**config.mk**
```make
export PLATFORM = sky130hd
export DESIGN_NAME = rxtx_result_arbiter
export DESIGN_NICKNAME = d
export VERILOG_FILES = /design/src/rtl/rxtx_result_arbiter_pkg.sv /design/src/rtl/rxtx_sync_fifo.sv /design/src/rtl/rxtx_result_arbiter.sv
export SDC_FILE = /design/constraint.sdc
export NUM_CORES = 2
export LEC_CHECK = 0
export ABC_CLOCK_PERIOD_IN_PS = 4700
export CAP_MARGIN = 20
export CORE_MARGIN = 5
export CORE_UTILIZATION = 62
export DETAILED_ROUTE_END_ITERATION = 6
export GPL_TIMING_DRIVEN = 0
export PLACE_DENSITY = 0.8
export SKIP_CTS_REPAIR_TIMING = 1
export SYNTH_ARGS = -nofsm -noshare
export SYNTH_HDL_FRONTEND = slang
export SYNTH_HIERARCHICAL = 1
export SYNTH_SLANG_ARGS = --single-unit
```
**constraint.sdc**
```tcl
create_clock -name clk -period 4.7 [get_ports clk]
set_input_delay 1.41 -clock clk [delete_from_list [all_inputs] [get_ports clk]]
set_output_delay 1.41 -clock clk [all_outputs]
set_load 0.005 [all_outputs]
```
**src/rtl/rxtx_result_arbiter_pkg.sv**
```systemverilog
// Shared types and default sizing for the RxTx result arbiter and its channel FIFOs.
package rxtx_result_arbiter_pkg;

  typedef enum logic {MODE_SELECT = 1'b0, MODE_ROUND_ROBIN = 1'b1} result_mode_t;
  typedef enum logic {ARB_IDLE = 1'b0, ARB_DRAIN = 1'b1} arb_state_t;

  localparam int RESULT_FIFO_WIDTH  = 32;
  localparam int TOTAL_RESULT_FIFOS = 8;
  localparam int RESULT_FIFO_DEPTH  = 16;
  localparam int RESULT_BURST       = 8;

endpackage

```
**src/rtl/rxtx_sync_fifo.sv**
```systemverilog
// Single-clock FIFO with an extra wrap bit on each pointer to tell full from empty.
module rxtx_sync_fifo #(
  parameter int WIDTH = 32,
  parameter int DEPTH = 16
) (
  input  logic                     clk,
  input  logic                     reset,
  input  logic                     clear,
  input  logic                     push,
  input  logic [WIDTH-1:0]         push_data,
  input  logic                     pop,
  output logic [WIDTH-1:0]         pop_data,
  output logic                     full,
  output logic                     empty,
  output logic [$clog2(DEPTH):0]   level
);

  localparam int AW = $clog2(DEPTH);

  logic [WIDTH-1:0] mem [DEPTH];
  logic [AW:0]      wr_ptr;
  logic [AW:0]      rd_ptr;
  logic             do_push;
  logic             do_pop;

  assign empty    = (wr_ptr == rd_ptr);
  assign full     = (wr_ptr[AW] != rd_ptr[AW]) && (wr_ptr[AW-1:0] == rd_ptr[AW-1:0]);
  assign level    = wr_ptr - rd_ptr;
  assign do_push  = push & ~full;
  assign do_pop   = pop & ~empty;
  assign pop_data = mem[rd_ptr[AW-1:0]];

  always_ff @(posedge clk) begin
    if (reset || clear) begin
      wr_ptr <= '0;
      rd_ptr <= '0;
    end else begin
      if (do_push) wr_ptr <= wr_ptr + 1'b1;
      if (do_pop)  rd_ptr <= rd_ptr + 1'b1;
    end
  end

  // Storage is not reset; a flush only rewinds the pointers.
  always_ff @(posedge clk) begin
    if (do_push && !clear) mem[wr_ptr[AW-1:0]] <= push_data;
  end

endmodule

```
**src/rtl/rxtx_result_arbiter.sv**
```systemverilog
// Buffers per-stage result streams in channel FIFOs and drains them in bursts onto one
// tagged tx word stream, either from a host-selected channel or round-robin.
module rxtx_result_arbiter
  import rxtx_result_arbiter_pkg::*;
#(
  parameter int WIDTH    = RESULT_FIFO_WIDTH,
  parameter int CHANNELS = TOTAL_RESULT_FIFOS,
  parameter int DEPTH    = RESULT_FIFO_DEPTH,
  parameter int BURST    = RESULT_BURST
) (
  input  logic                                  clk,
  input  logic                                  reset,
  input  logic                                  clear,
  input  logic                                  mode,
  input  logic [$clog2(CHANNELS)-1:0]           sel,
  input  logic [CHANNELS-1:0]                   in_valid,
  input  logic [CHANNELS*WIDTH-1:0]             in_data,
  output logic [CHANNELS-1:0]                   in_ready,
  output logic                                  out_valid,
  input  logic                                  out_ready,
  output logic [WIDTH-1:0]                      out_data,
  output logic [$clog2(CHANNELS)-1:0]           out_chan,
  output logic                                  out_last,
  output logic [CHANNELS*($clog2(DEPTH)+1)-1:0] level,
  output logic [CHANNELS-1:0]                   overflow,
  output logic                                  state
);

  localparam int CW  = $clog2(CHANNELS);
  localparam int LW  = $clog2(DEPTH) + 1;
  localparam int BCW = $clog2(BURST + 1);
  localparam int CP  = 1 << CW;

  // Output handshake: a word transfers on a rising edge where out_valid & out_ready;
  // once raised, out_valid and the word stay put until that transfer happens.

  logic [CHANNELS-1:0] full;
  logic [CHANNELS-1:0] empty;
  logic [CHANNELS-1:0] push;
  logic [CHANNELS-1:0] pop;
  logic [WIDTH-1:0]    head [CHANNELS];
  logic [LW-1:0]       lvl  [CHANNELS];
  logic [CP-1:0]       avail;
  logic [CP-1:0]       push_pad;

  arb_state_t          state_q;
  logic [CW-1:0]       grant_q;
  logic [CW-1:0]       last_q;
  logic [BCW-1:0]      count_q;
  logic                out_valid_q;
  logic [WIDTH-1:0]    out_data_q;
  logic [CW-1:0]       out_chan_q;
  logic                out_last_q;
  logic [CHANNELS-1:0] overflow_q;

  logic                rr_mode;
  logic                rr_found;
  logic [CW-1:0]       rr_pick;
  logic                grant_ok;
  logic [CW-1:0]       grant_pick;
  logic                load;
  logic                load_last;
  logic                accept;
  logic                last_accept;

  genvar c;
  generate
    for (c = 0; c < CHANNELS; c++) begin : g_chan
      assign push[c] = in_valid[c] & ~full[c];
      assign pop[c]  = load & (grant_q == CW'(c));

      rxtx_sync_fifo #(
        .WIDTH (WIDTH),
        .DEPTH (DEPTH)
      ) u_fifo (
        .clk       (clk),
        .reset     (reset),
        .clear     (clear),
        .push      (push[c]),
        .push_data (in_data[c*WIDTH +: WIDTH]),
        .pop       (pop[c]),
        .pop_data  (head[c]),
        .full      (full[c]),
        .empty     (empty[c]),
        .level     (lvl[c])
      );

      assign level[c*LW +: LW] = lvl[c];
    end
  endgenerate

  // Padding to a power of two makes an out-of-range sel read as an empty channel.
  assign avail    = CP'(~empty);
  assign push_pad = CP'(push);
  assign in_ready = ~full;

  assign rr_mode    = (mode == 1'(MODE_ROUND_ROBIN));
  assign grant_ok   = rr_mode ? rr_found : avail[sel];
  assign grant_pick = rr_mode ? rr_pick : sel;

  always_comb begin
    rr_found = 1'b0;
    rr_pick  = '0;
    for (int i = 1; i <= CHANNELS; i++) begin
      if (!rr_found && avail[(int'(last_q) + i) % CHANNELS]) begin
        rr_found = 1'b1;
        rr_pick  = CW'((int'(last_q) + i) % CHANNELS);
      end
    end
  end

  assign accept      = out_valid_q & out_ready;
  assign last_accept = accept & out_last_q;

  // Stop fetching once the closing word of the grant sits in the output register.
  assign load = (state_q == ARB_DRAIN) && !(out_valid_q && out_last_q) &&
                (!out_valid_q || out_ready) && avail[grant_q];

  assign load_last = ((int'(count_q) + 1) == BURST) ||
                     ((lvl[grant_q] == LW'(1)) && !push_pad[grant_q]);

  always_ff @(posedge clk) begin
    if (reset || clear) begin
      state_q <= ARB_IDLE;
      grant_q <= '0;
      last_q  <= CW'(CHANNELS - 1);
      count_q <= '0;
    end else begin
      case (state_q)
        ARB_IDLE: begin
          if (grant_ok) begin
            grant_q <= grant_pick;
            count_q <= '0;
            state_q <= ARB_DRAIN;
          end
        end
        ARB_DRAIN: begin
          if (load) count_q <= count_q + 1'b1;
          if (last_accept) begin
            last_q  <= grant_q;
            state_q <= ARB_IDLE;
          end
        end
        default: state_q <= ARB_IDLE;
      endcase
    end
  end

  always_ff @(posedge clk) begin
    if (reset || clear) begin
      out_valid_q <= 1'b0;
      out_data_q  <= '0;
      out_chan_q  <= '0;
      out_last_q  <= 1'b0;
    end else if (load) begin
      out_valid_q <= 1'b1;
      out_data_q  <= head[grant_q];
      out_chan_q  <= grant_q;
      out_last_q  <= load_last;
    end else if (accept) begin
      out_valid_q <= 1'b0;
    end
  end

  always_ff @(posedge clk) begin
    if (reset || clear) begin
      overflow_q <= '0;
    end else begin
      overflow_q <= overflow_q | (in_valid & full);
    end
  end

  assign out_valid = out_valid_q;
  assign out_data  = out_data_q;
  assign out_chan  = out_chan_q;
  assign out_last  = out_last_q;
  assign overflow  = overflow_q;
  assign state     = state_q;

endmodule

```
# --- After elaboration in Yosys (flattened, before gate mapping) ---
# Memory sizes are Yosys's and may differ from the RTL's. A register that Yosys moved wholly into a read port is not among the register bits.
# Index checks and enable logic that the tools add are counted.
op_classes:
  add_sub_neg: 34
  n_lt_le_gt_ge: 11
  eq_ne: 35
  n_mux: 94
  n_bitwise: 64
  n_reduce_logical: 55
op_table:
  columns: ["cell", "n"]
  rows:
  - ["binary-select mux 32 bit (select 3 bit)", 1]
  - ["adder 5 x 1 -> 5 bit (second input constant)", 16]
  - ["2-to-1 mux 4 bit", 18]
  - ["2-to-1 mux 32 bit", 2]
  - ["2-to-1 mux 1 bit", 48]
  - ["== test 5 bit", 8]
  - ["less-than comparator 4 x 5 -> 1 bit (second input constant)", 8]
  - ["subtractor 5 bit", 8]
  - ["bitwise AND 1 bit", 34]
  - ["binary-select mux 1 bit (select 3 bit)", 11]
  - ["== test 4 bit", 8]
  - ["logical AND 1 bit", 28]
  - ["2-to-1 mux 3 bit", 9]
  - ["OR reduction 3 bit", 8]
  - ["inverter 1 bit", 17]
  - ["inverter 8 bit", 2]
  - ["binary-select mux 5 bit (select 3 bit)", 1]
  - ["adder 3 bit (second input constant)", 4]
  - ["== test 3 bit (second input constant)", 4]
  - ["zero test 1 bit", 11]
  - ["2-to-1 mux 5 bit", 2]
  - ["bitwise AND 1 bit (first input constant)", 8]
  - ["bitwise AND 8 bit", 1]
  - ["less-than comparator 3 x 4 -> 1 bit (second input constant)", 2]
  - ["other kinds (20)", 34]
word_totals:
  ff_bits: 136
  ram_bits: 4096
  in_bits: 272
  elab_cells: 326
  memories: 8
mem_list:
  columns: ["memory", "depth", "word_bits", "read_ports", "rd_clocked_by_memory_dff", "write_ports", "line_no", "text"]
  rows:
  - ["g_chan[0].u_fifo.mem", 16, 32, 1, 1, 1, "rxtx_sync_fifo.sv:20", "logic [WIDTH-1:0] mem [DEPTH];"]
  - ["g_chan[1].u_fifo.mem", 16, 32, 1, 1, 1, "rxtx_sync_fifo.sv:20", null]
  - ["g_chan[2].u_fifo.mem", 16, 32, 1, 1, 1, "rxtx_sync_fifo.sv:20", null]
  - ["g_chan[3].u_fifo.mem", 16, 32, 1, 1, 1, "rxtx_sync_fifo.sv:20", null]
  - ["g_chan[4].u_fifo.mem", 16, 32, 1, 1, 1, "rxtx_sync_fifo.sv:20", null]
  - ["g_chan[5].u_fifo.mem", 16, 32, 1, 1, 1, "rxtx_sync_fifo.sv:20", null]
  - ["+2 memories", null, null, null, null, null, null, null]

# --- Longest topological paths before layout ---
logic_depth:
  word_depth: 31
  ltp_mapped: 12

# --- Cells and area by module ---
# Netlist, hierarchy kept.
by_module_without_submodules:
  columns: ["module", "instances", "cells_per_inst", "area_per_inst_um2", "seq_area_each_um2"]
  rows:
  - ["rxtx_sync_fifo (g_chan[0].u_fifo ...)", 6, 888, 19932.9, 15655.0]
  - ["rxtx_sync_fifo (g_chan[7].u_fifo)", 1, 888, 19950.4, 15655.0]
  - ["rxtx_sync_fifo (g_chan[1].u_fifo)", 1, 888, 19931.6, 15655.0]
  - ["rxtx_result_arbiter", 1, 525, 5138.7, 1121.1]

# --- Least setup slack after synthesis ---
# Ideal clock, no wire load.
synth_timing:
  path_kind: "in2reg"
  start: "in in_valid[5]"
  end: "mem g_chan[5].u_fifo.mem[12][0], enable pin"
  setup_time_ns: 0.421
  arrival_time_ns: 3.378
  path_slack_ns: 0.901
  stages: 4
  path_cell_list: "nor2b_1 nor2b_1 nand2_1 nor2_1"
synth_via:
  elab_chain_len: 5
synth_lines:
  columns: ["item", "line_no", "text"]
  rows:
  - ["start, declared", "rxtx_result_arbiter.sv:16", "input logic [CHANNELS-1:0] in_valid,"]
  - ["bitwise AND 1 bit", "rxtx_result_arbiter.sv:69", "assign push[c] = in_valid[c] & ~full[c];"]
  - ["bitwise AND 1 bit", "rxtx_sync_fifo.sv:29", "assign do_push = push & ~full;"]
  - ["logical AND 1 bit", "rxtx_sync_fifo.sv:45", "if (do_push && !clear) mem[wr_ptr[AW-1:0]] <= push_data;"]
  - ["2-to-1 mux 1 bit", "rxtx_sync_fifo.sv:45", null]
  - ["2-to-1 mux 1 bit (implied by the code)", "rxtx_sync_fifo.sv:45", null]
  - ["end, declared", "rxtx_sync_fifo.sv:20", null]
# No other way between the ends.

# --- Worst setup path in the final report ---
layout_timing:
  start: "reg g_chan[3].u_fifo.wr_ptr[0]"
  end: "out level[19]"
layout_via:
  elab_chain_len: 1
layout_lines:
  columns: ["item", "line_no", "text"]
  rows:
  - ["start, declared", "rxtx_sync_fifo.sv:21", "logic [AW:0] wr_ptr;"]
  - ["start signal, assigned", "rxtx_sync_fifo.sv:38", "if (do_push) wr_ptr <= wr_ptr + 1'b1;"]
  - ["subtractor 5 bit", "rxtx_sync_fifo.sv:28", "assign level = wr_ptr - rd_ptr;"]
  - ["end, declared", "rxtx_result_arbiter.sv:24", "output logic [CHANNELS*($clog2(DEPTH)+1)-1:0] level,"]
# No other way between the ends.

==> results.md <==
* Final setup fails at 3
* Io pins at approximately 370
* GRT Util Overall at between 30% and 40%
* Iter 0 DRT Violations at 15020
* Die height at 525.3 µm
* Max Buffers Root-to-Sink at 4
* Fraction of registers with async set/reset at 0%
* Peak Freq at 207.8 MHz
* Crit path launch: g_chan[3].u_fifo/wr_ptr[0]
* DRT Wirelength at roughly 470000 µm
* First-pass GRT wire length at between 600000 and 700000 µm
* Syn_nets at about 8000
* Worst hold stages at 2
* Post-DP HPWL at a little under 300000 µm
* Vias in the first global route at ~89000
* EDFF count, synth at 4096
* Failing checks: DRC, setup timing
* Worst Hold Class: flip-flop to flip-flop
* Register area share after synthesis at roughly three quarters
* Max Fanout on Critical Path at 4
* Final WS setup at -0.1114 ns
* Hold Fails Final Rpt at 0
* Post-synth top cells: 4096 x edfxtp_1, 1100 x mux4_2, 514 x a22oi_1
* CP required at about 3.3 ns
* Nets at between 8000 and 9000
* Finished Cell Area at 0.1904 mm²
* Drt pass-1 iters at 7
* PortBufs at ~360
* Flops & latches, synth at ~4300
* Switch share at roughly a fifth
* Yosys top cell area share at around three quarters
* Startpoint types: flip-flop
* Congestion Overflow GR at 0
* CTS Root Cell: clkbuf_16
* Post-synthesis cell type count at 63
* Measured slew at the worst slew-check pin at between 1 and 1.5 ns
* Row cnt at 189
* CTS Buf Count at slightly above 400
* Int Pwr at 61.39 mW
* Pwr per Cell Area at about 400 mW/mm²
* Final Critical Period at approximately 4.8 ns
* Initial antenna violation count at about 140
* Clk sinks at roughly 4300
* VDD IR max at between 300 and 400 µV
* Routed vias/inst at between 7 and 8
* Antenna Nets Post-Route at 0
* Setup CP Type: flip-flop to output port
* Largest net degree at the start of global routing at 27
* Pre-CTS WS at -0.2282 ns
* Relative slew slack at 28.70%
* Comb pwr share at roughly 2.5%
* MaxCap Viol Count at 0
* Tcrit/Tclk final at 102.4%
* H-tree depth at 5
* Seq pwr share at 54.3%
* Finished Layout Cells at about 13000
* Cells on worst reg2reg path at 9
* Hold_sp: overflow[2]
* Fillers at ~14000
* Clock transition at path regs at 0.06 ns
* Status: finished, violations left
* P&R area growth vs syn at 15.69%
* CTS tree: built
* Final setup TNS at -0.2605 ns
* Reg2reg setup slack at 0.05 ns
* Placeable Area at about 0.26 mm²
* Syn Inst Count at around 7600
* Clock network fraction of total power at 43.2%
* Hold EP: overflow[2]
* Wire length per cell at 37.64 µm
* Worst-Skew Late Latency at 0.93 ns
* Placer Congestion at about 0.96
* Final Slew Violations at 0
* Syn avg cell area at about 22 µm²
* Inst Count DP at between 10000 and 15000
* Critical Path AT at 3.40 ns
* Vias at 88560
* Worst clock skew at about 0.059 ns
* Post-synth top area cell: edfxtp_1
* RSZ-0062 raised after global routing: true
* Top post-synthesis cells by area: edfxtp_1 75%, mux4_2 15%, a22oi_1 2.3%
* # DRC at 2
* Worst Setup End Kind: output port
* Count leader, synth: edfxtp_1
* Area after DPL at 0.1766 mm²
* Die X at about 530 µm
* Share of cells above drive strength 1 at between 20 and 25%
* Reg2reg start: grant_q[1]
* Net Switching at about 16 mW
* Leak pwr at a little under 60 nW
* Die area at around 0.28 mm²
* Main synth FF type: edfxtp_1
* Yosys warnings at 6
* Initial core utilization at between 60 and 70%
* Area of the mapped netlist at between 0.15 and 0.2 mm²
-- flip-flops by register name (all words and copies together), names as in the netlist, named ones only --
signal and flops:
count_q 4, g_chan.u_fifo/mem 4096, g_chan.u_fifo/rd_ptr 40, g_chan.u_fifo/wr_ptr 40
grant_q 3, last_q 3, out_chan 3, out_data 32
out_last 1, out_valid 1, overflow 8, state 1
-- kinds of logic (layout without fill, tap and decap cells) --
| family | after synthesis | in the layout | synth area share (%) |
|---|---|---|---|
| other | 0 | 96 | 0 |
| AOI/OAI and AO/OA | 720 | 720 | 3.173 |
| muxes | 1133 | 1133 | 15.30 |
| buffers and inverters | 479 | 1743 | 1.337 |
| DFF | 4264 | 4264 | 76.76 |
| adders and majority gates | 83 | 83 | 0.6673 |
| xor gates and xnor gates | 93 | 93 | 0.4948 |
| and+or+nand+nor | 857 | 857 | 2.272 |
-- worst max-delay path by stage --
stage / to / slack (ns) / cells past startpoint
2_1_floorplan: g_chan[5].u_fifo/mem[12][0] / 0.90 / 4
3_3_place_gp: g_chan[1].u_fifo/mem[4][24] / -2.70 / 4
3_5_place_dp: flip-flop / -0.23 / 9
4_1_cts: level[19] / -0.33 / 8
5_1_grt: level[19] / -0.16 / 8
6_report: level[19] / -0.11 / 8
-- layout make-up --
class	count	area, µm²	share of cell area (%)
sequential	4264	126400	66.35
multi-input combinational	2886	37080	19.47
clock buffer	508	10840	5.693
timing repair buffer	513	6728	3.533
tap	3533	4420	2.321
clock inverter	244	2579	1.354
buffer	399	1902	0.9986
inverter	79	296.5	0.1557
antenna	96	240.2	0.1261
-- power by group through the flow --
stage	Combinational (mW)	Clock, mW	Sequential [mW]
final	1.91	33.3	41.8
after global routing	1.97	35.3	41.8
after CTS	1.81	33.4	41.8
after detailed placement	1.77	0	42.6
after global placement	1.63	0	42.6
after floorplan	0.574	0	42.6
-- critical path: stages (launching register included) --
cell and delay, ns:
dfxtp_1 0.37, inv_1 0.17, ha_1 0.17, inv_1 0.06, fa_1 0.40, a21o_1 0.19, a21oi_1 0.23, xnor2_2 0.28
clkdlybuf4s50_1 0.61
-- metrics by stage --
step | util [%] | total power, mW | hold WS [ns]
2_1_floorplan | - | 43.21 | 0.4604
3_3_place_gp | 65.20 | 44.27 | 0.4528
3_5_place_dp | 66.69 | 44.42 | 0.4665
5_1_grt | 71.85 | 79.05 | 0.5090
6_report | 71.91 | 77.03 | 0.4693
4_1_cts | 71.76 | 77.10 | 0.4818
-- cells in the final DEF (no fill, tap or decap), drive strengths merged, types with 168 or more instances in the layout --
| cell | n |
|---|---|
| clkbuf | 685 |
| edfxtp | 4096 |
| clkinv | 177 |
| dfxtp | 168 |
| nor2 | 273 |
| buf | 373 |
| a22oi | 514 |
| mux4 | 1104 |
| nand2 | 372 |
| clkdlybuf4s50 | 360 |
-- per-layer routing --
metal / global-route usage (%) / routed length, µm / up-vias
li1: - / - / 34010
met1: 43.28 / 150500 / 45700
met2: 52.76 / 224700 / 7505
met3: 11.51 / 67710 / 1271
met4: 17.15 / 27950 / 76
met5: 0 / 477 / -
Power figures use the tool's default switching activity.
